==> src/rtl/dtree_seq_pkg.sv <==
// Shared types and sizing helpers for the sequential decision-tree evaluator.
// Holds the FSM state enum, field-width functions, the default-configuration
// node_t layout and the bit offsets of each node-word field (LSB-relative).
// Node word, MSB..LSB: is_leaf | feat | prec | thr | left | right.
package dtree_seq_pkg;

    typedef enum logic [1:0] {ST_IDLE, ST_WALK, ST_DONE} state_e;

    localparam int DEF_N_FEAT    = 6;
    localparam int DEF_FEAT_W    = 8;
    localparam int DEF_CLASS_W   = 2;
    localparam int DEF_N_NODES   = 64;
    localparam int DEF_MAX_DEPTH = 15;

    function automatic int fidx_w(input int n_feat);
        return (n_feat > 1) ? $clog2(n_feat) : 1;
    endfunction

    function automatic int prec_w(input int feat_w);
        return $clog2(feat_w + 1);
    endfunction

    function automatic int node_aw(input int n_nodes);
        return (n_nodes > 1) ? $clog2(n_nodes) : 1;
    endfunction

    function automatic int depth_w(input int max_depth);
        return (max_depth > 0) ? $clog2(max_depth + 1) : 1;
    endfunction

    function automatic int node_w(input int n_feat, input int feat_w, input int n_nodes);
        return 1 + fidx_w(n_feat) + prec_w(feat_w) + feat_w + 2 * node_aw(n_nodes);
    endfunction

    // Field offsets within a node word.
    function automatic int off_left(input int n_nodes);
        return node_aw(n_nodes);
    endfunction
    function automatic int off_thr(input int n_nodes);
        return 2 * node_aw(n_nodes);
    endfunction
    function automatic int off_prec(input int feat_w, input int n_nodes);
        return off_thr(n_nodes) + feat_w;
    endfunction
    function automatic int off_feat(input int feat_w, input int n_nodes);
        return off_prec(feat_w, n_nodes) + prec_w(feat_w);
    endfunction
    function automatic int off_leaf(input int n_feat, input int feat_w, input int n_nodes);
        return off_feat(feat_w, n_nodes) + fidx_w(n_feat);
    endfunction

    localparam int DEF_FIDX_W   = fidx_w(DEF_N_FEAT);
    localparam int DEF_PREC_W   = prec_w(DEF_FEAT_W);
    localparam int DEF_NODE_AW  = node_aw(DEF_N_NODES);
    localparam int DEF_NODE_W   = node_w(DEF_N_FEAT, DEF_FEAT_W, DEF_N_NODES);
    localparam int DEF_DEPTH_W  = depth_w(DEF_MAX_DEPTH);

    localparam int DEF_OFF_RIGHT = 0;
    localparam int DEF_OFF_LEFT  = off_left(DEF_N_NODES);
    localparam int DEF_OFF_THR   = off_thr(DEF_N_NODES);
    localparam int DEF_OFF_PREC  = off_prec(DEF_FEAT_W, DEF_N_NODES);
    localparam int DEF_OFF_FEAT  = off_feat(DEF_FEAT_W, DEF_N_NODES);
    localparam int DEF_OFF_LEAF  = off_leaf(DEF_N_FEAT, DEF_FEAT_W, DEF_N_NODES);

    typedef struct packed {
        logic                   is_leaf;
        logic [DEF_FIDX_W-1:0]  feat;
        logic [DEF_PREC_W-1:0]  prec;
        logic [DEF_FEAT_W-1:0]  thr;
        logic [DEF_NODE_AW-1:0] left;
        logic [DEF_NODE_AW-1:0] right;
    } node_t;

endpackage

==> src/rtl/dtree_seq_eval_if.sv <==
// Bundle of the evaluator's handshake and config signals.
//   in_valid/in_ready/in_feat   : feature vector from the sensor bank
//   out_valid/out_ready/out_class/out_err : result to the class consumer
//   cfg_we/cfg_addr/cfg_data    : node-table write port
//   out_depth                   : comparison count (only with DTREE_SEQ_DEPTH_EN)
// Modports: master = producer/consumer/config side, slave = evaluator.
interface dtree_seq_eval_if #(
    parameter int N_FEAT  = dtree_seq_pkg::DEF_N_FEAT,
    parameter int FEAT_W  = dtree_seq_pkg::DEF_FEAT_W,
    parameter int CLASS_W = dtree_seq_pkg::DEF_CLASS_W,
    parameter int N_NODES = dtree_seq_pkg::DEF_N_NODES
);
    localparam int NODE_AW = dtree_seq_pkg::node_aw(N_NODES);
    localparam int NODE_W  = dtree_seq_pkg::node_w(N_FEAT, FEAT_W, N_NODES);

    logic                     in_valid;
    logic                     in_ready;
    logic [N_FEAT*FEAT_W-1:0] in_feat;
    logic                     out_valid;
    logic                     out_ready;
    logic [CLASS_W-1:0]       out_class;
    logic                     out_err;
    logic                     cfg_we;
    logic [NODE_AW-1:0]       cfg_addr;
    logic [NODE_W-1:0]        cfg_data;

`ifdef DTREE_SEQ_DEPTH_EN
    logic [dtree_seq_pkg::DEF_DEPTH_W-1:0] out_depth;

    modport master (output in_valid, in_feat, out_ready, cfg_we, cfg_addr, cfg_data,
                    input  in_ready, out_valid, out_class, out_err, out_depth);
    modport slave  (input  in_valid, in_feat, out_ready, cfg_we, cfg_addr, cfg_data,
                    output in_ready, out_valid, out_class, out_err, out_depth);
`else
    modport master (output in_valid, in_feat, out_ready, cfg_we, cfg_addr, cfg_data,
                    input  in_ready, out_valid, out_class, out_err);
    modport slave  (input  in_valid, in_feat, out_ready, cfg_we, cfg_addr, cfg_data,
                    output in_ready, out_valid, out_class, out_err);
`endif

endinterface

==> src/rtl/dtree_node_cmp.sv <==
// Combinational evaluation of one node against the captured feature vector.
//   feat_i  : packed features, feature i at [i*FEAT_W +: FEAT_W]
//   node_i  : node word
//   next_o  : chosen child (out-of-range children fold to node 0)
//   leaf_o  : node is a leaf
//   class_o : leaf class (thr LSBs)
module dtree_node_cmp
    import dtree_seq_pkg::*;
#(
    parameter  int N_FEAT  = DEF_N_FEAT,
    parameter  int FEAT_W  = DEF_FEAT_W,
    parameter  int CLASS_W = DEF_CLASS_W,
    parameter  int N_NODES = DEF_N_NODES,
    localparam int NODE_AW = node_aw(N_NODES),
    localparam int NODE_W  = node_w(N_FEAT, FEAT_W, N_NODES)
) (
    input  logic [N_FEAT*FEAT_W-1:0] feat_i,
    input  logic [NODE_W-1:0]        node_i,
    output logic [NODE_AW-1:0]       next_o,
    output logic                     leaf_o,
    output logic [CLASS_W-1:0]       class_o
);
    localparam int FIDX_W = fidx_w(N_FEAT);
    localparam int PREC_W = prec_w(FEAT_W);

    logic [FIDX_W-1:0]  fidx;
    logic [PREC_W-1:0]  prec;
    logic [FEAT_W-1:0]  thr;
    logic [NODE_AW-1:0] left, right, child;
    logic [FEAT_W-1:0]  fval, key;
    logic [PREC_W-1:0]  prec_c;

    assign right  = node_i[0 +: NODE_AW];
    assign left   = node_i[off_left(N_NODES) +: NODE_AW];
    assign thr    = node_i[off_thr(N_NODES) +: FEAT_W];
    assign prec   = node_i[off_prec(FEAT_W, N_NODES) +: PREC_W];
    assign fidx   = node_i[off_feat(FEAT_W, N_NODES) +: FIDX_W];
    assign leaf_o = node_i[off_leaf(N_FEAT, FEAT_W, N_NODES)];
    assign class_o = thr[CLASS_W-1:0];

    always_comb begin
        // Unmatched feature index (>= N_FEAT) leaves fval at 0.
        fval = '0;
        for (int i = 0; i < N_FEAT; i++) begin
            if (fidx == FIDX_W'(i)) fval = feat_i[i*FEAT_W +: FEAT_W];
        end
        prec_c = (prec > PREC_W'(FEAT_W)) ? PREC_W'(FEAT_W) : prec;
        // prec 0 shifts by the full width, so key is 0 and the walk goes left.
        key   = fval >> (PREC_W'(FEAT_W) - prec_c);
        child = (key <= thr) ? left : right;
    end

    generate
        if (N_NODES < (1 << NODE_AW)) begin : g_fold
            assign next_o = (child < NODE_AW'(N_NODES)) ? child : '0;
        end else begin : g_full
            assign next_o = child;
        end
    endgenerate

endmodule

==> src/rtl/dtree_seq_eval.sv <==
// Sequential decision-tree classifier: walks a programmable node table one
// node per cycle. IDLE accepts a vector, WALK evaluates nodes, DONE holds the
// result until the consumer takes it. Table writes only land in IDLE when no
// vector is being accepted, so a walk always sees a frozen table.
//   clk, rst_n : clock, async active-low reset
//   bus        : dtree_seq_eval_if.slave (input, output and config channels)
// Optional: define DTREE_SEQ_DEPTH_EN to add bus.out_depth (comparison count).
module dtree_seq_eval
    import dtree_seq_pkg::*;
#(
    parameter  int N_FEAT    = DEF_N_FEAT,
    parameter  int FEAT_W    = DEF_FEAT_W,
    parameter  int CLASS_W   = DEF_CLASS_W,
    parameter  int N_NODES   = DEF_N_NODES,
    parameter  int MAX_DEPTH = DEF_MAX_DEPTH,
    localparam int NODE_AW   = node_aw(N_NODES),
    localparam int NODE_W    = node_w(N_FEAT, FEAT_W, N_NODES),
    localparam int DEPTH_W   = depth_w(MAX_DEPTH)
) (
    input logic            clk,
    input logic            rst_n,
    dtree_seq_eval_if.slave bus
);
    state_e                   state_q, state_d;
    logic [NODE_AW-1:0]       node_q, node_d;
    logic [DEPTH_W-1:0]       step_q, step_d;
    logic [N_FEAT*FEAT_W-1:0] feat_q, feat_d;
    logic [CLASS_W-1:0]       class_q, class_d;
    logic                     err_q, err_d;
`ifdef DTREE_SEQ_DEPTH_EN
    logic [DEPTH_W-1:0]       depth_q, depth_d;
`endif

    logic [NODE_W-1:0]  tbl_q [N_NODES];
    logic [NODE_AW-1:0] nxt_node;
    logic               is_leaf;
    logic [CLASS_W-1:0] leaf_cls;
    logic               accept, addr_ok, tbl_we;

    dtree_node_cmp #(
        .N_FEAT (N_FEAT),
        .FEAT_W (FEAT_W),
        .CLASS_W(CLASS_W),
        .N_NODES(N_NODES)
    ) u_cmp (
        .feat_i (feat_q),
        .node_i (tbl_q[node_q]),
        .next_o (nxt_node),
        .leaf_o (is_leaf),
        .class_o(leaf_cls)
    );

    assign accept = (state_q == ST_IDLE) && bus.in_valid;

    generate
        if (N_NODES < (1 << NODE_AW)) begin : g_addr_chk
            assign addr_ok = (bus.cfg_addr < NODE_AW'(N_NODES));
        end else begin : g_addr_all
            assign addr_ok = 1'b1;
        end
    endgenerate

    // An input accept in the same cycle wins over a table write.
    assign tbl_we = bus.cfg_we && (state_q == ST_IDLE) && !bus.in_valid && addr_ok;

    always_comb begin
        state_d = state_q;
        node_d  = node_q;
        step_d  = step_q;
        feat_d  = feat_q;
        class_d = class_q;
        err_d   = err_q;
`ifdef DTREE_SEQ_DEPTH_EN
        depth_d = depth_q;
`endif
        unique case (state_q)
            ST_IDLE: begin
                if (accept) begin
                    feat_d  = bus.in_feat;
                    node_d  = '0;
                    step_d  = '0;
                    state_d = ST_WALK;
                end
            end
            ST_WALK: begin
                if (is_leaf) begin
                    class_d = leaf_cls;
                    err_d   = 1'b0;
`ifdef DTREE_SEQ_DEPTH_EN
                    depth_d = step_q;
`endif
                    state_d = ST_DONE;
                end else if (step_q == DEPTH_W'(MAX_DEPTH)) begin
                    class_d = '0;
                    err_d   = 1'b1;
`ifdef DTREE_SEQ_DEPTH_EN
                    depth_d = step_q;
`endif
                    state_d = ST_DONE;
                end else begin
                    node_d = nxt_node;
                    step_d = step_q + 1'b1;
                end
            end
            ST_DONE: begin
                if (bus.out_ready) state_d = ST_IDLE;
            end
            default: state_d = ST_IDLE;
        endcase
    end

    always_ff @(posedge clk or negedge rst_n) begin
        if (!rst_n) begin
            state_q <= ST_IDLE;
            node_q  <= '0;
            step_q  <= '0;
            feat_q  <= '0;
            class_q <= '0;
            err_q   <= 1'b0;
`ifdef DTREE_SEQ_DEPTH_EN
            depth_q <= '0;
`endif
        end else begin
            state_q <= state_d;
            node_q  <= node_d;
            step_q  <= step_d;
            feat_q  <= feat_d;
            class_q <= class_d;
            err_q   <= err_d;
`ifdef DTREE_SEQ_DEPTH_EN
            depth_q <= depth_d;
`endif
        end
    end

    // Table is deliberately unreset so a trained tree survives rst_n.
    always_ff @(posedge clk) begin
        if (tbl_we) tbl_q[bus.cfg_addr] <= bus.cfg_data;
    end

    assign bus.in_ready  = (state_q == ST_IDLE);
    assign bus.out_valid = (state_q == ST_DONE);
    assign bus.out_class = class_q;
    assign bus.out_err   = err_q;
`ifdef DTREE_SEQ_DEPTH_EN
    assign bus.out_depth = depth_q;
`endif

endmodule
==> src/flat_wrapper.sv <==
// flat-port wrapper written by rule: the top's interface ports become plain ports
module dtree_seq_eval_flat import dtree_seq_pkg::*;
#(
    parameter  int N_FEAT    = DEF_N_FEAT,
    parameter  int FEAT_W    = DEF_FEAT_W,
    parameter  int CLASS_W   = DEF_CLASS_W,
    parameter  int N_NODES   = DEF_N_NODES,
    parameter  int MAX_DEPTH = DEF_MAX_DEPTH,
    localparam int NODE_AW   = node_aw(N_NODES),
    localparam int NODE_W    = node_w(N_FEAT, FEAT_W, N_NODES),
    localparam int DEPTH_W   = depth_w(MAX_DEPTH)
)
  (clk, rst_n, bus_in_valid, bus_in_feat, bus_out_ready, bus_cfg_we, bus_cfg_addr, bus_cfg_data, bus_in_ready, bus_out_valid, bus_out_class, bus_out_err);
  dtree_seq_eval_if #(.N_FEAT(N_FEAT), .FEAT_W(FEAT_W), .CLASS_W(CLASS_W), .N_NODES(N_NODES)) bus_i ();
  input logic clk;
  input logic rst_n;
  input wire logic [$bits(bus_i.in_valid)-1:0] bus_in_valid;
  input wire logic [$bits(bus_i.in_feat)-1:0] bus_in_feat;
  input wire logic [$bits(bus_i.out_ready)-1:0] bus_out_ready;
  input wire logic [$bits(bus_i.cfg_we)-1:0] bus_cfg_we;
  input wire logic [$bits(bus_i.cfg_addr)-1:0] bus_cfg_addr;
  input wire logic [$bits(bus_i.cfg_data)-1:0] bus_cfg_data;
  output wire logic [$bits(bus_i.in_ready)-1:0] bus_in_ready;
  output wire logic [$bits(bus_i.out_valid)-1:0] bus_out_valid;
  output wire logic [$bits(bus_i.out_class)-1:0] bus_out_class;
  output wire logic [$bits(bus_i.out_err)-1:0] bus_out_err;
  assign bus_i.in_valid = bus_in_valid;
  assign bus_i.in_feat = bus_in_feat;
  assign bus_i.out_ready = bus_out_ready;
  assign bus_i.cfg_we = bus_cfg_we;
  assign bus_i.cfg_addr = bus_cfg_addr;
  assign bus_i.cfg_data = bus_cfg_data;
  assign bus_in_ready = bus_i.in_ready;
  assign bus_out_valid = bus_i.out_valid;
  assign bus_out_class = bus_i.out_class;
  assign bus_out_err = bus_i.out_err;
  dtree_seq_eval #(.N_FEAT(N_FEAT), .FEAT_W(FEAT_W), .CLASS_W(CLASS_W), .N_NODES(N_NODES), .MAX_DEPTH(MAX_DEPTH)) u_core (.clk(clk), .rst_n(rst_n), .bus(bus_i));
endmodule
==> config.mk <==
export PLATFORM = sky130hd
export DESIGN_NAME = dtree_seq_eval_flat
export DESIGN_NICKNAME = d
export VERILOG_FILES = /design/src/rtl/dtree_seq_pkg.sv /design/src/rtl/dtree_seq_eval_if.sv /design/src/rtl/dtree_node_cmp.sv /design/src/rtl/dtree_seq_eval.sv /design/src/flat_wrapper.sv
export SDC_FILE = /design/constraint.sdc
export NUM_CORES = 2
export LEC_CHECK = 0
export ABC_AREA = 1
export BUFFER_PORTS_ARGS = -buffer_cell sky130_fd_sc_hd__buf_4
export CAP_MARGIN = 20
export CORE_MARGIN = 2
export CORE_UTILIZATION = 65
export CTS_BUF_LIST = sky130_fd_sc_hd__clkbuf_8
export DETAILED_ROUTE_END_ITERATION = 8
export PLACE_DENSITY_LB_ADDON = 0.3
export SLEW_MARGIN = 20
export SYNTH_ARGS = -nofsm -noshare
export SYNTH_HDL_FRONTEND = slang
export SYNTH_SLANG_ARGS = --single-unit
==> constraint.sdc <==
create_clock -name clk -period 8.4 [get_ports clk]
set_input_delay 1.68 -clock clk [delete_from_list [all_inputs] [get_ports clk]]
set_output_delay 1.68 -clock clk [all_outputs]
set_load 0.05 [all_outputs]
==> results.txt <==
layout cells sized above 1: 11.8%
Max Fclk: 147 MHz
Mapped Nets: 5735
Avg Inst Size Synth: 13.2 um2
fin area: 81700 um2
H-tree depth: 5
global placement routability congestion: 0.895
die area: 117000 um2
synth warn: 0
GRT overflow: 0
Initial Util: 65.3%
DRT Pass-1 Iters: 6
Slew HR: 19.3%
final setup fails: 0
Pwr per Cell Area: 287 nW/um2
P&R area growth vs syn: 9.98%
placed insts: 6967
Setup Fix Bufs, Post-CTS: 0
dpl ws: 1810 ps
All-Layer GR Usage: 34.2%
Tot Pwr: 23.5 mW
CP Capture Type: register
Post-Syn Area: 74300 um2
non-filler cells, final: 7474
fill cell count: 7134
die width: 342 um
crit path max fanout: 247
# Max-Cap Violations: 0
global-route wire length before repair: 295000 um
top cells by area, synth: edfxtp_1 72%, nand2_1 5.1%, o21ai_0 3.2%, nor2_1 2.8%, nand3_1 2.7%
post-synth top area cell: edfxtp_1
initial antenna violation count: 12
hpwl dp: 103000 um
count of pins over their slew limit: 0
vias per inst: 6.64
final core occ: 71.8%
worst setup margin: 1620 ps
DRC Markers: 0
CTS tree: done
CTS buffer count: 300
Clock transition at path regs: 60 ps
post_cts resized: 0
Register Area: 55400 um2
Bufs and invs on worst path: 5
clock sinks: 1855
Post-CTS Hold Fix Bufs: 0
routed wire length: 202000 um
Switching Fraction: 33.6%
# nets final: 5857
Commonest cells post-synth: 1792 x edfxtp_1, 1010 x nand2_1, 545 x nor2_1
Combinational Power Share: 25.6%
Internal Power: 15.6 mW
Top FF cell, synth: edfxtp_1
min Tclk post-route: 6780 ps
Placement Cell Area: 76500 um2
worst slew pin tran: 1190 ps
crit-path max cell delay: 770 ps
WL/cell: 27.0 um
Cells after Synth: 5638
CP Data Required Time: 9250 ps
area occupied by multi-input gates: 17100 um2
Max IR drop VDD: 0.000200 V
crit start category: register
vias in the first global route: 48300
P_leak: 27.7 nW
DR vias: 49600
top cell type's share of synthesized area: 72.4%
status: finished, final reports clean
Seq cells post-synth: 1855
CP arrival: 7630 ps
CP max stage cell: dfrtp_4
clock latency at the later pin of the worst-skew pair: 980 ps
largest net degree at the start of global routing: 248
Synth async-reset ratio: 3.40%
EDFF count, synth: 1792
Final Hold Viols: 0
post-route ant nets: 0
row count: 124
Most Used Layer, Global Route: met2
Yosys cell types: 48
fin crit share: 80.7%
clock power share: 29.6%
most common cell in the netlist: edfxtp_1
clock root cell: clkbuf_8
I/O pins: 92
DR iter-0 viols: 8018
Net Sw Power: 7.90 mW
setup TNS: 0 ps
Die Ht: 342 um
core area: 114000 um2
met1 Use GR: 45.4%
CTS max path bufs: 4
PortBufs: 91
Hold Worst Slack: 487 ps
met3 usage: 7.61%
delay-heaviest family, CP: simple AND/OR/NAND/NOR gates
RSZ-0062 raised after global routing: no
register area share after synthesis: 74.5%
met2 Usage GRT: 52.6%
Crit Path Category: register to register
Worst Clk Skew: 66.9 ps
worst hold path type: register to register
Seq pwr share: 44.8%
[worst paths after layout]
| check | cells past startpoint | from | to | slack (ps) |
|---|---|---|---|---|
| min reg2reg | 2 | u_core.bus.out_class[0] | u_core.bus.out_class[0] | 490 |
| min in group asynchronous | 1 | rst_n | u_core.feat_q[38] | 840 |
| max | 30 | u_core.node_q[0] | u_core.node_q[1] | 1620 |
| min | 2 | u_core.bus.out_class[0] | u_core.bus.out_class[0] | 490 |
| max in group asynchronous | 1 | rst_n | u_core.node_q[3] | 6900 |
| max reg2reg | 30 | u_core.node_q[0] | u_core.node_q[1] | 1620 |
[per-layer routing]
| layer | vias to the layer above | routed length, um |
|---|---|---|
| li1 | 21300 | - |
| met3 | 638 | 25600 |
| met5 | - | 34 |
| met2 | 3723 | 93100 |
| met4 | 6 | 12200 |
| met1 | 24000 | 71100 |
[layout by cell type, fill, tap and decap left out, types with 4 or more instances in the layout]
| cell | instances |
|---|---|
| inv_2 | 4 |
| buf_16 | 6 |
| a221oi_1 | 99 |
| nand4_1 | 23 |
| o32ai_1 | 6 |
| clkinvlp_4 | 10 |
| dfrtp_4 | 4 |
| buf_12 | 15 |
| nor2_4 | 67 |
| edfxtp_1 | 1792 |
| or2_0 | 5 |
| nand2_4 | 4 |
| o311ai_1 | 13 |
| o21ai_0 | 479 |
| clkinv_1 | 67 |
| o22ai_1 | 144 |
| nor2_1 | 481 |
| o311ai_0 | 9 |
| bufinv_16 | 5 |
| a32o_1 | 62 |
| o221ai_1 | 91 |
| mux2_2 | 39 |
| nor3_1 | 13 |
| nand2_1 | 1009 |
| clkbuf_8 | 307 |
| ha_1 | 10 |
| a21oi_1 | 304 |
| inv_1 | 122 |
| o21ai_1 | 32 |
| clkinv_2 | 17 |
| buf_4 | 198 |
| o211ai_1 | 18 |
| dfrtp_1 | 58 |
| diode_2 | 6 |
| nand3_1 | 403 |
| nand2_2 | 7 |
[kinds of logic (layout without fill, tap and decap cells)]
group / after synthesis / count (layout) / share of synthesized area (%)
XOR/XNOR: 2 / 2 / 0.0337
buffers and inverters: 444 / 762 / 3.13
other: 0 / 6 / 0
AND/OR/NAND/NOR: 2019 / 2019 / 11.1
multiplexers: 39 / 39 / 0.591
adder cells (fa/ha/maj): 10 / 10 / 0.168
flip-flops: 1855 / 1855 / 74.5
AO/OA/AOI/OAI: 1269 / 1269 / 10.4
[power by group through the flow]
| stage | combinational, mW | sequential (mW) | clock (mW) |
|---|---|---|---|
| 6_report | 6.01 | 10.5 | 6.94 |
| 5_1_grt | 6.45 | 10.5 | 7.36 |
| 4_1_cts | 5.84 | 10.5 | 6.97 |
| 3_5_place_dp | 5.81 | 10.7 | 0 |
| 3_3_place_gp | 5.65 | 10.7 | 0 |
| 2_1_floorplan | 4.06 | 10.6 | 0 |
[cell type report]
class | instances | area share [%]
antenna | 6 | 0.0184
clock buffer | 307 | 5.17
clock inverter | 191 | 1.15
inverter | 44 | 0.257
multi-input combinational | 3339 | 20.9
sequential | 1855 | 67.8
tap | 1512 | 2.31
timing repair buffer | 220 | 2.41
[worst reg2reg max path: cells and delay by family, from the launching register on]
| family | cells | cell delay [ps] |
|---|---|---|
| compound gates | 4 | 930 |
| flops | 1 | 770 |
| fa+ha+maj | 2 | 540 |
| buf+inv | 5 | 2070 |
| simple gates | 19 | 2360 |
[sequential cells by signal (all words and copies together), names as in the netlist]
| register | count |
|---|---|
| u_core.bus.out_err | 1 |
| u_core.tbl_q | 1792 |
| u_core.bus.out_class | 2 |
| u_core.node_q | 6 |
| u_core.state_q | 2 |
| u_core.feat_q | 48 |
| u_core.step_q | 4 |
(Power assumes the default switching activity.)
